--- src/rtl/mux_pkg.sv ---
// Shared constants and elaboration-time helpers for the arbitrating mux.
package mux_pkg;
   localparam int MODE_RR    = 0;
   localparam int MODE_FIXED = 1;

   function automatic int clog2(input int v);
      int r;
      r = 0;
      while ((1 << r) < v) r = r + 1;
      return r;
   endfunction
endpackage

--- src/rtl/rr_pick.sv ---
// Rotating priority encoder: first set req bit searching start, start+1, ... with wrap at N.
module rr_pick #(
   parameter int N    = 8,
   parameter int SELW = 3
) (
   input  logic [N-1:0]    req,
   input  logic [SELW-1:0] start,
   output logic [SELW-1:0] gnt_idx,
   output logic            gnt_any
);
   int idx;

   // Walk offsets from farthest to nearest so the nearest requester is written last.
   always_comb begin
      gnt_idx = '0;
      gnt_any = 1'b0;
      idx     = 0;
      for (int k = N - 1; k >= 0; k--) begin
         idx = int'(start) + k;
         if (idx >= N) idx = idx - N;
         if (req[idx]) begin
            gnt_idx = SELW'(idx);
            gnt_any = 1'b1;
         end
      end
   end
endmodule

--- src/rtl/mux_arb.sv ---
// N-way arbitrating mux with a registered output stage, stall, flush and forced select.
module mux_arb
   import mux_pkg::*;
#(
   parameter int WIDTH = 32,
   parameter int N     = 8,
   parameter int MODE  = MODE_RR,
   localparam int SELW = (clog2(N) > 1) ? clog2(N) : 1
) (
   input  logic                 clk,
   input  logic                 rst,
   input  logic [N*WIDTH-1:0]   in_data,
   input  logic [N-1:0]         in_valid,
   output logic [N-1:0]         in_ready,
   input  logic                 force_en,
   input  logic [SELW-1:0]      force_sel,
   input  logic                 flush,
   output logic [WIDTH-1:0]     out_data,
   output logic [SELW-1:0]      out_sel,
   output logic                 out_valid,
   input  logic                 out_ready
);
   logic [N-1:0][WIDTH-1:0] chans;
   logic [SELW-1:0]         ptr, start, pick_idx, win_idx;
   logic                    pick_any, win_any, load_en, fsel_ok;

   assign chans   = in_data;
   assign load_en = !rst && (!out_valid || out_ready) && !flush;
   // Range test first so an out-of-range force_sel never reaches the in_valid index.
   assign fsel_ok = (32'(force_sel) < 32'(N)) && in_valid[force_sel];
   assign start   = (MODE == MODE_FIXED) ? '0 : ptr;

   rr_pick #(.N(N), .SELW(SELW)) u_pick (
      .req     (in_valid),
      .start   (start),
      .gnt_idx (pick_idx),
      .gnt_any (pick_any)
   );

   always_comb begin
      win_idx  = force_en ? force_sel : pick_idx;
      win_any  = force_en ? fsel_ok : pick_any;
      in_ready = '0;
      if (load_en && win_any) in_ready[win_idx] = 1'b1;
   end

   always_ff @(posedge clk) begin
      if (rst) begin
         out_valid <= 1'b0;
         out_data  <= '0;
         out_sel   <= '0;
         ptr       <= '0;
      end else if (flush) begin
         out_valid <= 1'b0;
      end else if (load_en) begin
         out_valid <= win_any;
         if (win_any) begin
            out_data <= chans[win_idx];
            out_sel  <= win_idx;
            if (MODE == MODE_RR && !force_en)
               ptr <= (int'(win_idx) == N - 1) ? '0 : win_idx + 1'b1;
         end
      end
   end
endmodule

--- config.mk ---
export PLATFORM = sky130hd
export DESIGN_NAME = mux_arb
export DESIGN_NICKNAME = d
export VERILOG_FILES = /design/src/rtl/mux_pkg.sv /design/src/rtl/rr_pick.sv /design/src/rtl/mux_arb.sv
export SDC_FILE = /design/constraint.sdc
export NUM_CORES = 1
export LEC_CHECK = 0
export BUFFER_PORTS_ARGS = -buffer_cell sky130_fd_sc_hd__buf_2
export CAP_MARGIN = 10
export CORE_UTILIZATION = 31
export DETAILED_ROUTE_END_ITERATION = 8
export PLACE_DENSITY = 0.7
export SLEW_MARGIN = 10
export SYNTH_ARGS = -nofsm -noshare
export SYNTH_HDL_FRONTEND = slang
export SYNTH_SLANG_ARGS = --single-unit
--- constraint.sdc ---
create_clock -name clk -period 4.8 [get_ports clk]
set_input_delay 0.24 -clock clk [delete_from_list [all_inputs] [get_ports clk]]
set_output_delay 0.24 -clock clk [all_outputs]
set_load 0.05 [all_outputs]
# Word-level counts from Yosys, hierarchy flattened

Index checks and enable logic that the tools add are counted.

Flip-flop bits (word level): 39
Logic and storage cells: 111

Add/sub/neg operators: 16
$lt $le $gt $ge: 19
Eq/ne operators: 1
Mux-type cells: 58
Bitwise operators: 2
Reductions and logical operators: 11

Operators with widths:

| operator                | number |
|---|---|
| $mux W32                | 9 |
| $lt A32 B5 Y1 const B   | 8 |
| $ge A32 B5 Y1 const B   | 7 |
| $sub A32 B5 Y32 const B | 7 |
| $bmux W32 S3            | 1 |
| $mux W3                 | 10 |
| $bmux W1 S3             | 9 |
| $mux W1                 | 27 |
| $add A3 B3 Y4 const B   | 4 |
| $add A3 B2 Y4 const B   | 2 |
| $lt A3 B4 Y1 const B    | 2 |
| $mux W8                 | 1 |
| $sub A3 B4 Y5 const B   | 1 |
| $add A3 B1 Y4 const B   | 1 |
| $ge A3 B4 Y1 const B    | 1 |
| $logic_and A1 B1 Y1     | 4 |
| $reduce_and A4 Y1       | 1 |
| $add A3 B1 Y3 const B   | 1 |
| $demux W1 S3            | 1 |
| $eq A3 B1 Y1 const B    | 1 |
| $ge A3 B1 Y1 const B    | 1 |
| $logic_not A1 Y1        | 3 |
| $reduce_and A3 Y1       | 1 |
| $not A1 Y1              | 2 |
| other kinds (2)         | 2 |

# Longest topological paths before layout

Gate-level depths: netlist of the first run.

Depth in word-level cells: 20
Gate-level depth with buffers: 18
Depth with buffers taken out: 13

# Hierarchy

Synthesis of the first run repeated with hierarchy kept, for this count alone.

Cell total of the unflattened synthesis: 730
Area, all modules: 4453.0 um^2

By module, submodules not included:

| module  | times used | cells an instance | area each (um^2) | sequential area each (um^2) |
|---|---|---|---|---|
| mux_arb | 1          | 640               | 3671.0           | 780.7 |
| rr_pick | 1          | 90                | 782.0            | 0.0 |

# Worst setup path after synthesis of the first run

No wires, ideal clock.

Path type: register to output
Start: register ptr[1]
End: output in_ready[0]
Data arrival time: 3.881 ns
Slack: 0.679 ns
Stages on the path, launching flop included: 16
Path buffers: 5
Path through: dfxtp_1 clkbuf_1 inv_1 ha_1 buf_2 mux4_2 nor3_1 or4b_1 a311o_1 a221oi_2 nand2b_1 buf_4 buf_6 buf_4 nand2_1 nor2_1

Cells in the longest elaborated chain, start to end: 20
Elaborated cells between the ends (all ways): 80
Classes of those cells: add/sub (15); order compare (10); mux (53); reduce/logical (2)

RTL lines:

| what                                                                      | line          | text |
|---|---|---|
| from (decl)                                                               | mux_arb.sv:24 | `logic [SELW-1:0] ptr, start, pick_idx, win_idx;` |
| from (signal assigned)                                                    | mux_arb.sv:61 | `ptr <= (int'(win_idx) == N - 1) ? '0 : win_idx + 1'b1;` |
| $add A3 B3 Y4                                                             | rr_pick.sv:19 | `idx = int'(start) + k;` |
| $sub A32 B5 Y32 / $ge A32 B5 Y1 (equally long branches)                   | rr_pick.sv:20 | `if (idx >= N) idx = idx - N;` |
| $mux W32                                                                  | rr_pick.sv:20 |  |
| $bmux W1 S3                                                               | rr_pick.sv:21 | `if (req[idx]) begin` |
| $mux W1 (not written as such) (2 in series)                               | rr_pick.sv:21 |  |
| $mux W3 (8 in series)                                                     | rr_pick.sv:21 |  |
| $mux W3                                                                   | mux_arb.sv:41 | `win_idx = force_en ? force_sel : pick_idx;` |
| $lt A3 B4 Y1 (not written as such) / $ge A3 B1 Y1 (equally long branches) | mux_arb.sv:44 | `if (load_en && win_any) in_ready[win_idx] = 1'b1;` |
| $logic_and A1 B1 Y1 (not written as such)                                 | mux_arb.sv:44 |  |
| $mux W1 (not written as such)                                             | mux_arb.sv:44 |  |
| $demux W1 S3                                                              | mux_arb.sv:44 |  |
| $mux W8 *                                                                 | mux_arb.sv:44 |  |
| to (decl)                                                                 | mux_arb.sv:14 | `output logic [N-1:0] in_ready,` |

Mark *: on every way between the ends. The rest lies on a longest branch, timed or not. The select of a mux whose other input is x is not followed.

# Worst setup path in the final report of the first run

Start: register ptr[2]
End: output in_ready[4]

The elaborated chain is that of the path after synthesis.

==> summary.txt, run 1 <==
Run status
  – Outcome: completed

Placed design
  – GP Congestion: 0.8840
  – Post-DP HPWL: 14510 microns
  – Count of buffers from port buffering: 315

Clock tree
  – Post-CTS setup buffer count: 0
  – Root Driver: clkbuf_16
  – Insertion delay to the later sink of the worst-skew pair: roughly 280 ps
  – Clock Path Buffers: 2
  – CTS Buf Count: 5
  – Clock Sinks: 39
  – Post-cts sizing count: 0
  – CTS tree: done
  – Clock-pin slew on the worst setup and hold paths: 60 ps
  – Hold-fix buffer count after cts: 0
  – H-tree Lvls: 2

STA
  – Fin. max-slew vios: 0
  – Least-Margin Pin Slew: 1022 ps
  – Slew margin rel.: 0.3180
  – Achievable Freq: 0.2204 GHz
  – Unrepaired setup endpoints after global routing: false
  – Final period util: 0.9455
  – Period minus WS final: roughly 4500 ps
  – Fin Setup TNS: 0 ps
  – Setup Skew: 3.217 ps
  – Final setup fails: 0
  – Hold Fails Final Rpt: 0

Worst setup path
  – CP arrival: 4300 ps
  – CP Launch Type: register
  – Crit path largest cell delay: 900 ps
  – Worst path cell trace: mux4_2 -> mux2i_1 -> or4b_1 -> a311o_1 -> a221oi_2 -> nand2b_4 -> buf_12 -> nand2_1 -> nor2_1 -> buf_2
  – Crit path max-delay cell type: dfxtp_1
  – CP required: 4560 ps
  – Buf+Inv Stages, Crit Path: 2
  – Crit-path max FO: 40
  – CP Class: register to primary output
  – CP top delay family: simple AND/OR/NAND/NOR gates
  – Setup crit end kind: primary output

Synthesis
  – Sequential share of the synthesized area: 0.1729
  – Ys Warns: 0
  – Avg Cell Area, Syn: 9.272 sq um
  – Yosys reg bits: 39
  – FFs w/ async S/R, synth: 0
  – Mapped Nets: 762
  – Cells after Synth: 487
  – EDFF count, synth: 0
  – Post-Syn Area: between 0.004 and 0.005 sq mm
  – Main synth FF type: dfxtp_1
  – Netlist cell types: 51

Die
  – Initial Util: 0.3216
  – Die ar.: 0.01505 sq mm
  – Row cnt: 43
  – Core area: 0.01404 sq mm
  – Die height: between 100 and 150 microns
  – Die W: 122.7 microns
  – Io pins: approximately 320

Detailed routing
  – Detail Route Antenna Nets: 0
  – Initial DRC count: 333
  – DR WL/cell: 19.00 microns
  – DRC: 0
  – Routed via count: 5266
  – First-pass DRT Iterations: 4
  – Vias/cell: between 5 and 6
  – DRT Wirelength: ~18000 microns

Layout
  – Layout Utilization: 0.4540
  – Register area: 780.7 sq um
  – Fill count: 1409
  – Multi-input combinational cell area: approximately 0.0035 sq mm
  – Final #Nets: 1050
  – Area Growth Syn to Fin: 41.17%
  – Inserted Diodes: 0
  – Ratio of cells with drive above 1 in the final layout: 0.5026

Global route
  – First-pass GRT wire length: 26630 microns
  – Initial antenna violation count: 0
  – Overall Global Routing Usage: 0.2311
  – GRT overflow: 0
  – Vias in the first global route: 5087
  – Largest net degree at the start of global routing: 41

Pwr
  – Pwr per Cell Area: roughly 240 mW/mm^2
  – Peak supply drop: 0.0001327 V
  – LEAKAGE: 3.090 nW

Run
  – Max Cap Viol: 0

Min path
  – HP Class: input port to register
-- final cells by class --
type / count / share of cell area
well taps: 180 / 0.03533
repair buffers: 328 / 0.2646
multi-input cells: 389 / 0.5433
clock buffers: 6 / 0.02179
flip-flops and latches: 39 / 0.1225
inverters: 12 / 0.007066
clock inverters: 2 / 0.005496
-- worst register-to-register path, cell delays in order, from the launching register on --
cell and delay [ps]:
dfxtp_1 900, mux4_2 440, mux2i_1 200, or4b_1 470
a311o_1 300, a221oi_2 310, nand2b_4 440, buf_4 360
mux2_2 370, a222oi_1 260, a31oi_1 120
-- path summary, 6_finish.rpt --
check                           cells past startpoint               startpoint                        end  slack (ps)
worst max-delay path                               10      ptr[2]$_SDFFE_PP0P_                in_ready[4]         260
worst min-delay path                                2                    flush     out_valid$_SDFFE_PP0P_         150
worst max register to register                     10      ptr[2]$_SDFFE_PP0P_  out_data[12]$_SDFFE_PP0P_         510
worst min register to register                      2  out_sel[0]$_SDFFE_PP0P_    out_sel[0]$_SDFFE_PP0P_         480
-- placed cells by master (no fill, tap or decap), types with 2 or more instances in the layout --
cell type	instances
mux2_1	10
ha_1	3
nor3_1	2
a21oi_1	12
o22a_1	3
mux2i_1	117
o211ai_1	2
mux4_2	17
xor2_1	3
nand2b_1	7
o221a_2	8
o221a_1	15
buf_2	315
o21ai_0	13
dfxtp_1	39
o22ai_1	24
inv_1	10
a211oi_1	2
nand3_1	8
buf_4	12
o221ai_1	26
clkbuf_16	5
nor2_1	21
a31oi_1	8
mux2_2	21
a311oi_1	3
a222oi_1	7
xnor2_1	2
inv_2	2
nand2_1	31
nor2b_1	2
-- cells in the mapped netlist, drive strengths merged, types with 7 or more instances --
cell type	number	area [sq um]
o21ai	13	65.06
clkbuf	25	93.84
nand3	8	40.04
dfxtp	39	780.8
inv	12	45.05
nand2b	8	50.05
o22ai	24	150.1
mux2i	117	1171
o221ai	26	227.7
mux4	17	382.9
mux2	31	349.1
a222oi	7	70.07
a21oi	13	65.06
nor2	21	78.83
a31oi	8	50.05
buf	22	163.9
nand2	32	122.6
o221a	23	259.0
-- metal layers --
layer  GRT usage  share of wire
met5           0              0
met4     0.05412          0.011
met3     0.03253          0.064
met2      0.4073           0.51
met1      0.2949           0.41
-- registers in the layout (all words and copies together) (netlist names) --
register,cells
out_sel,3
out_data,32
ptr,3
out_valid,1
-- where the power goes --
part / switching [mW] / total [mW] / internal (mW)
clock: 0.143 / 0.402 / 0.259
combinational: 0.452 / 0.791 / 0.340
sequential: 0.0159 / 0.365 / 0.349
-- cell families after synthesis --
group / Yosys count / synth area share
AND/OR/NAND/NOR: 80 / 0.08147
adder cells (fa/ha/maj): 3 / 0.008313
flip-flops: 39 / 0.1729
XOR/XNOR: 5 / 0.009700
AO/OA/AOI/OAI: 136 / 0.2391
buffers and inverters: 59 / 0.06706
multiplexers: 165 / 0.4214
-- metrics by stage --
step | cells | power [mW] | setup slack, ps | hold slack, ps | area [sq um]
6_report | 956 | 1.558 | 261.8 | 146.5 | 6375
5_1_grt | 956 | 1.641 | 18.34 | 151.1 | 6375
4_1_cts | 956 | 1.570 | 235.3 | 139.2 | 6375
3_5_place_dp | 948 | 1.162 | 503.7 | 445.3 | 6201
3_3_place_gp | 948 | 1.158 | 551.2 | 444.9 | 6201
2_1_floorplan | 487 | 0.9150 | 679.0 | 329.4 | 4516
No activity file was read; power rests on OpenSTA's default activity.
==> run 2, diff against run 1 <==
--- a/config.mk
+++ b/config.mk
@@ -7,8 +7,9 @@
 export LEC_CHECK = 0
 export BUFFER_PORTS_ARGS = -buffer_cell sky130_fd_sc_hd__buf_2
 export CAP_MARGIN = 10
-export CORE_UTILIZATION = 31
+export CORE_AREA = 2 2 123 125
 export DETAILED_ROUTE_END_ITERATION = 8
+export DIE_AREA = 0 0 125 127
 export PLACE_DENSITY = 0.7
 export SLEW_MARGIN = 10
 export SYNTH_ARGS = -nofsm -noshare
==> run 2 against run 1 <==
- hold slack better by 27 ps
- clock power is 20% lower
- sequential share of layout area hardly changed
- cell area hardly changed
- non-clock buffer count is 1 higher
- worst setup slack better by 190 ps
- total power is 4.3% lower
- register-to-register slack better by 120 ps
- combinational power is 2% higher
- clock-buffer cell count stayed put
- utilization is 1.2 points lower
- critical path type unchanged
- critical endpoint is now in_ready[2]
==> summary.txt, run 2 (synthesis results as in run 1) <==
Placed design
  – GP Congestion: 0.9355
  – Post-DP HPWL: 14790 microns
  – Count of buffers from port buffering: roughly 320
  – Place WS: 376.3 ps
  – Placed Cells incl. Taps: 953

Min path
  – HP Class: input port to register
  – Hold path start: out_ready
  – Worst hold path stage count: 2
  – Worst Hold End: out_valid$_SDFFE_PP0P_

Worst setup path
  – R2R Path Start: ptr[2]$_SDFFE_PP0P_
  – CP required: 4560 ps
  – CP Class: register to primary output
  – R2r worst-path depth: 11
  – FF-to-FF End: out_data[5]$_SDFFE_PP0P_
  – Crit-path max FO: 41
  – CP Launch Type: register
  – Setup crit end kind: primary output
  – CP arrival: 4100 ps
  – Worst R2R Setup Slack: 630 ps

Die
  – Row cnt: 44
  – Initial Util: 0.3131
  – Die height: 127 microns
  – Core area: around 0.014 sq mm
  – Io pins: 316
  – Die W: 125 microns
  – Die ar.: 0.01588 sq mm

STA
  – Setup Skew: 9.276 ps
  – Achievable Freq: between 0.2 and 0.25 GHz
  – Final setup fails: 0
  – Final period util: 0.9052
  – Fin worst setup slack: 455.1 ps
  – Least-Margin Pin Slew: approximately 1100 ps
  – Slew margin rel.: 0.2735
  – Period minus WS final: 4345 ps
  – WHS: ~170 ps
  – Fin. max-slew vios: 0
  – Unrepaired setup endpoints after global routing: false
  – Hold Fails Final Rpt: 0
  – Fin Setup TNS: 0 ps

Clock tree
  – Insertion delay to the later sink of the worst-skew pair: approximately 280 ps
  – Hold-fix buffer count after cts: 0
  – H-tree Lvls: 2
  – Root Driver: clkbuf_16
  – Clock-pin slew on the worst setup and hold paths: 60 ps
  – CTS Buf Count: 5
  – Clock Sinks: 39
  – CTS tree: done
  – Clock Path Buffers: 2

Layout
  – Most frequent cells in the layout: buf_2 (315), mux2i_1 (117), dfxtp_1 (39)
  – Most common cell after layout, fill and taps aside: buf_2
  – Inserted Diodes: 0
  – Multi-input combinational cell area: 0.003467 sq mm
  – Fill count: 1442
  – Max reg flops: 32
  – Register area: 780.7 sq um
  – Filler-free cell count of the finished design: 961
  – Ratio of cells with drive above 1 in the final layout: 0.5032
  – Most flop-heavy register: out_data
  – Final #Nets: about 1100
  – Top flop regs: out_data (32), out_sel (3), ptr (3)
  – Area Growth Syn to Fin: 41.09%

Detailed routing
  – Detail Route Antenna Nets: 0
  – DR WL/cell: 19.64 microns
  – Initial DRC count: 329
  – DRC: 0
  – Vias/cell: 5.601
  – DRT Wirelength: about 19000 microns
  – Routed via count: 5383
  – First-pass DRT Iterations: 5

Pwr
  – LEAKAGE: 3.076 nW
  – Pwr per Cell Area: 234.1 mW/mm^2
  – Pwr Total: 1.491 mW
  – Peak supply drop: about 0.00013 V

Global route
  – Initial antenna violation count: 0
  – Largest net degree at the start of global routing: 70
  – Overall Global Routing Usage: 0.2229
  – Vias in the first global route: 5310
  – First-pass GRT wire length: 28370 microns
  – GRT overflow: 0

Run status
  – Outcome: completed

Run
  – Max Cap Viol: 0
-- run 2: timing repair --
| item | CTS | global route |
|---|---|---|
| setup buffers | 0 | 0 |
| resized for setup | 0 | 2 |
| endpoints found under the setup margin | 0 | 8 |
-- run 2: critical path, stage by stage (launching register included) --
cell and delay (ps):
dfxtp_1 630, buf_4 300, xor2_1 380, mux2i_1 340, a21bo_1 260, a311o_1 330
a221oi_2 280, nand2b_4 550, nand2_1 280, nor2_1 170, buf_2 290
-- run 2: through the flow --
stage               cell area (sq um)  utilization
floorplan                        4516            -
global placement                 6226       0.4316
detailed placement               6226       0.4316
CTS                              6367       0.4414
global route                     6371       0.4417
finish                           6371       0.4417
-- run 2: metal layers --
| layer | vias up | wire [microns] | GRT usage |
|---|---|---|---|
| met3 | 20 | 1575 | 0.03727 |
| met2 | 318 | 9339 | 0.3900 |
| li1 | 2530 | - | - |
| met1 | 2515 | 7617 | 0.2855 |
| met5 | - | 0 | 0 |
| met4 | 0 | 342 | 0.05948 |
-- run 2: how the worst max path moves through the flow --
stage	slack [ps]	to	from
global route	90	in_ready[2]	ptr[1]$_SDFFE_PP0P_
finish	460	in_ready[2]	ptr[2]$_SDFFE_PP0P_
floorplan	680	in_ready[0]	ptr[1]$_SDFFE_PP0P_
CTS	150	in_ready[2]	ptr[1]$_SDFFE_PP0P_
detailed placement	380	out_data[5]$_SDFFE_PP0P_	ptr[1]$_SDFFE_PP0P_
global placement	440	out_data[30]$_SDFFE_PP0P_	ptr[1]$_SDFFE_PP0P_
-- run 2: final cells by class --
| cell class | count | share of cell area |
|---|---|---|
| repair buffers | 329 | 0.2679 |
| flip-flops and latches | 39 | 0.1225 |
| clock buffers | 6 | 0.02023 |
| multi-input cells | 389 | 0.5442 |
| clock inverters | 2 | 0.001964 |
| inverters | 12 | 0.007070 |
| well taps | 184 | 0.03614 |
-- run 2: where the power goes --
group	switching (mW)	internal, mW
sequential	0.0153	0.349
combinational	0.460	0.346
clock	0.130	0.192
==> run 3, diff against run 2 <==
--- a/config.mk
+++ b/config.mk
@@ -10,6 +10,7 @@
 export CORE_AREA = 2 2 123 125
 export DETAILED_ROUTE_END_ITERATION = 8
 export DIE_AREA = 0 0 125 127
+export HOLD_SLACK_MARGIN = 0.03
 export PLACE_DENSITY = 0.7
 export SLEW_MARGIN = 10
 export SYNTH_ARGS = -nofsm -noshare
==> constraint.sdc (replaced) <==
create_clock -name clk -period 4.8 [get_ports clk]
set_input_delay 0.24 -clock clk [delete_from_list [all_inputs] [get_ports clk]]
set_output_delay 0.24 -clock clk [all_outputs]
set_load 0.01 [all_outputs]
==> run 3 against run 2 <==
- wire length down 3.6%
- clock skew about the same
- critical endpoint is now in_ready[1]
- total power down 2.9%
- critical path type unchanged
- largest cell class unchanged
- sequential share of layout area about the same
==> summary.txt, run 3 (synthesis results as in run 1) <==
STA
  – Setup Skew: 8.901 ps
  – Least-Margin Pin Slew: 929.4 ps
  – Period minus WS final: 4371 ps
  – Unrepaired setup endpoints after global routing: false
  – Hold Fails Final Rpt: 0
  – WHS: between 150 and 200 ps
  – Final setup fails: 0
  – Fin. max-slew vios: 0
  – Final period util: 0.9106
  – Fin worst setup slack: 429.2 ps
  – Fin Setup TNS: 0 ps
  – Achievable Freq: 0.2288 GHz
  – Slew margin rel.: 0.3797

Clock tree
  – H-tree Lvls: 2
  – Post-CTS setup buffer count: 0
  – Post-cts sizing count: 0
  – Hold-fix buffer count after cts: 0
  – Root Driver: clkbuf_16
  – CTS Buf Count: 5
  – Clock Sinks: 39
  – Clock Path Buffers: 2
  – Insertion delay to the later sink of the worst-skew pair: 280 ps
  – Clock-pin slew on the worst setup and hold paths: 60 ps
  – CTS tree: done

Global route
  – Overall Global Routing Usage: 0.2174
  – Vias in the first global route: 5247
  – Initial antenna violation count: 0
  – Largest net degree at the start of global routing: 47
  – First-pass GRT wire length: 27740 microns
  – GRT overflow: 0

Detailed routing
  – Initial DRC count: 253
  – DR WL/cell: 18.95 microns
  – DRC: 0
  – Detail Route Antenna Nets: 0
  – Routed via count: 5336
  – DRT Wirelength: 18190 microns
  – First-pass DRT Iterations: 5
  – Vias/cell: 5.558

Placed design
  – GP Congestion: 0.9259
  – Post-DP HPWL: approximately 14000 microns
  – Count of buffers from port buffering: 315
  – Place WS: 435.8 ps

Pwr
  – Comb pwr share: 0.503
  – Clock power share: 0.246
  – Pwr per Cell Area: 227.0 mW/mm^2
  – Sw Share: 0.3691
  – Switching power total: 534.6 uW
  – Int Pwr: 913.9 uW
  – Peak supply drop: approximately 0.00012 V
  – Sequential power share: 0.251
  – LEAKAGE: 3.083 nW

Layout
  – Final #Nets: 1050
  – Most flop-heavy register: out_data
  – Top flop regs: out_data (32), out_sel (3), ptr (3)
  – Inserted Diodes: 0
  – Most common cell after layout, fill and taps aside: buf_2
  – Area Growth Syn to Fin: 41.31%
  – Ratio of cells with drive above 1 in the final layout: 0.5039
  – Max reg flops: 32
  – Most frequent cells in the layout: buf_2 (315), mux2i_1 (117), dfxtp_1 (39)
  – Fill count: between 1000 and 1500
  – Layout Utilization: 0.4424

Run status
  – Outcome: completed

Die
  – Die W: about 130 microns
  – Initial Util: 0.3131
  – Row cnt: 44
  – Core area: 0.01442 sq mm
  – Io pins: 316
  – Die height: 127 microns
  – Die ar.: 0.01588 sq mm

Worst setup path
  – CP required: roughly 4600 ps
  – Worst path cell trace: inv_1 -> ha_2 -> mux2i_1 -> mux4_2 -> a21bo_1 -> a311o_1 -> a221oi_2 -> nand2b_4 -> buf_12 -> inv_2 -> nand2_1 -> nor2_1 -> buf_2
  – Crit path largest cell delay: approximately 640 ps
  – CP Class: register to primary output
  – CP Launch Type: register
  – CP arrival: just over 4000 ps
  – Crit-path max FO: 46
  – Setup crit end kind: primary output
  – Crit path max-delay cell type: ha_2

Min path
  – HP Class: input port to register

Run
  – Max Cap Viol: 0
run 3: final cells by class:
type	count	area (sq um)	share of cell area
clock buffers	7	152.6	0.02392
clock inverters	1	7.507	0.001176
inverters	12	45.04	0.007059
multi-input cells	389	3466	0.5431
flip-flops and latches	39	780.7	0.1224
well taps	184	230.2	0.03608
repair buffers	328	1699	0.2663
run 3: power groups by stage:
stage	registers, mW	logic (mW)	clock network, mW
floorplan	0.379	0.460	0
global placement	0.370	0.725	0
detailed placement	0.370	0.729	0
CTS	0.363	0.730	0.369
global route	0.366	0.789	0.381
finish	0.364	0.728	0.357
run 3: routing by layer:
metal | global-route usage | share of wire | vias up
met2 | 0.3811 | 0.49 | 293
met5 | 0 | 0 | -
met1 | 0.2704 | 0.40 | 2484
li1 | - | - | 2537
met4 | 0.05490 | 0.020 | 0
met3 | 0.05067 | 0.089 | 22
run 3: path summary, 6_finish.rpt:
kind	startpoint	to	slack, ps	depth (start not counted)
max	ptr[1]$_SDFFE_PP0P_	in_ready[1]	430	13
min	out_ready	out_valid$_SDFFE_PP0P_	170	2
max reg2reg	ptr[1]$_SDFFE_PP0P_	out_data[27]$_SDFFE_PP0P_	650	13
min reg2reg	out_sel[0]$_SDFFE_PP0P_	out_sel[0]$_SDFFE_PP0P_	470	2
run 3: per-stage QoR:
stage               instance area, sq um  total power, mW  cells
finish                              6381            1.448    960
detailed placement                  6218            1.099    952
global placement                    6218            1.095    952
CTS                                 6379            1.463    960
floorplan                           4516           0.8387    487
global route                        6381            1.536    960
run 3: worst max-delay path: cells and delay by family, from the launching register on:
kind | cells | cell delay (ps)
DFF | 1 | 330
buffers and inverters | 4 | 670
muxes | 2 | 660
and+or+nand+nor | 3 | 650
AOI/OAI and AO/OA | 3 | 850
adders and majority gates | 1 | 640
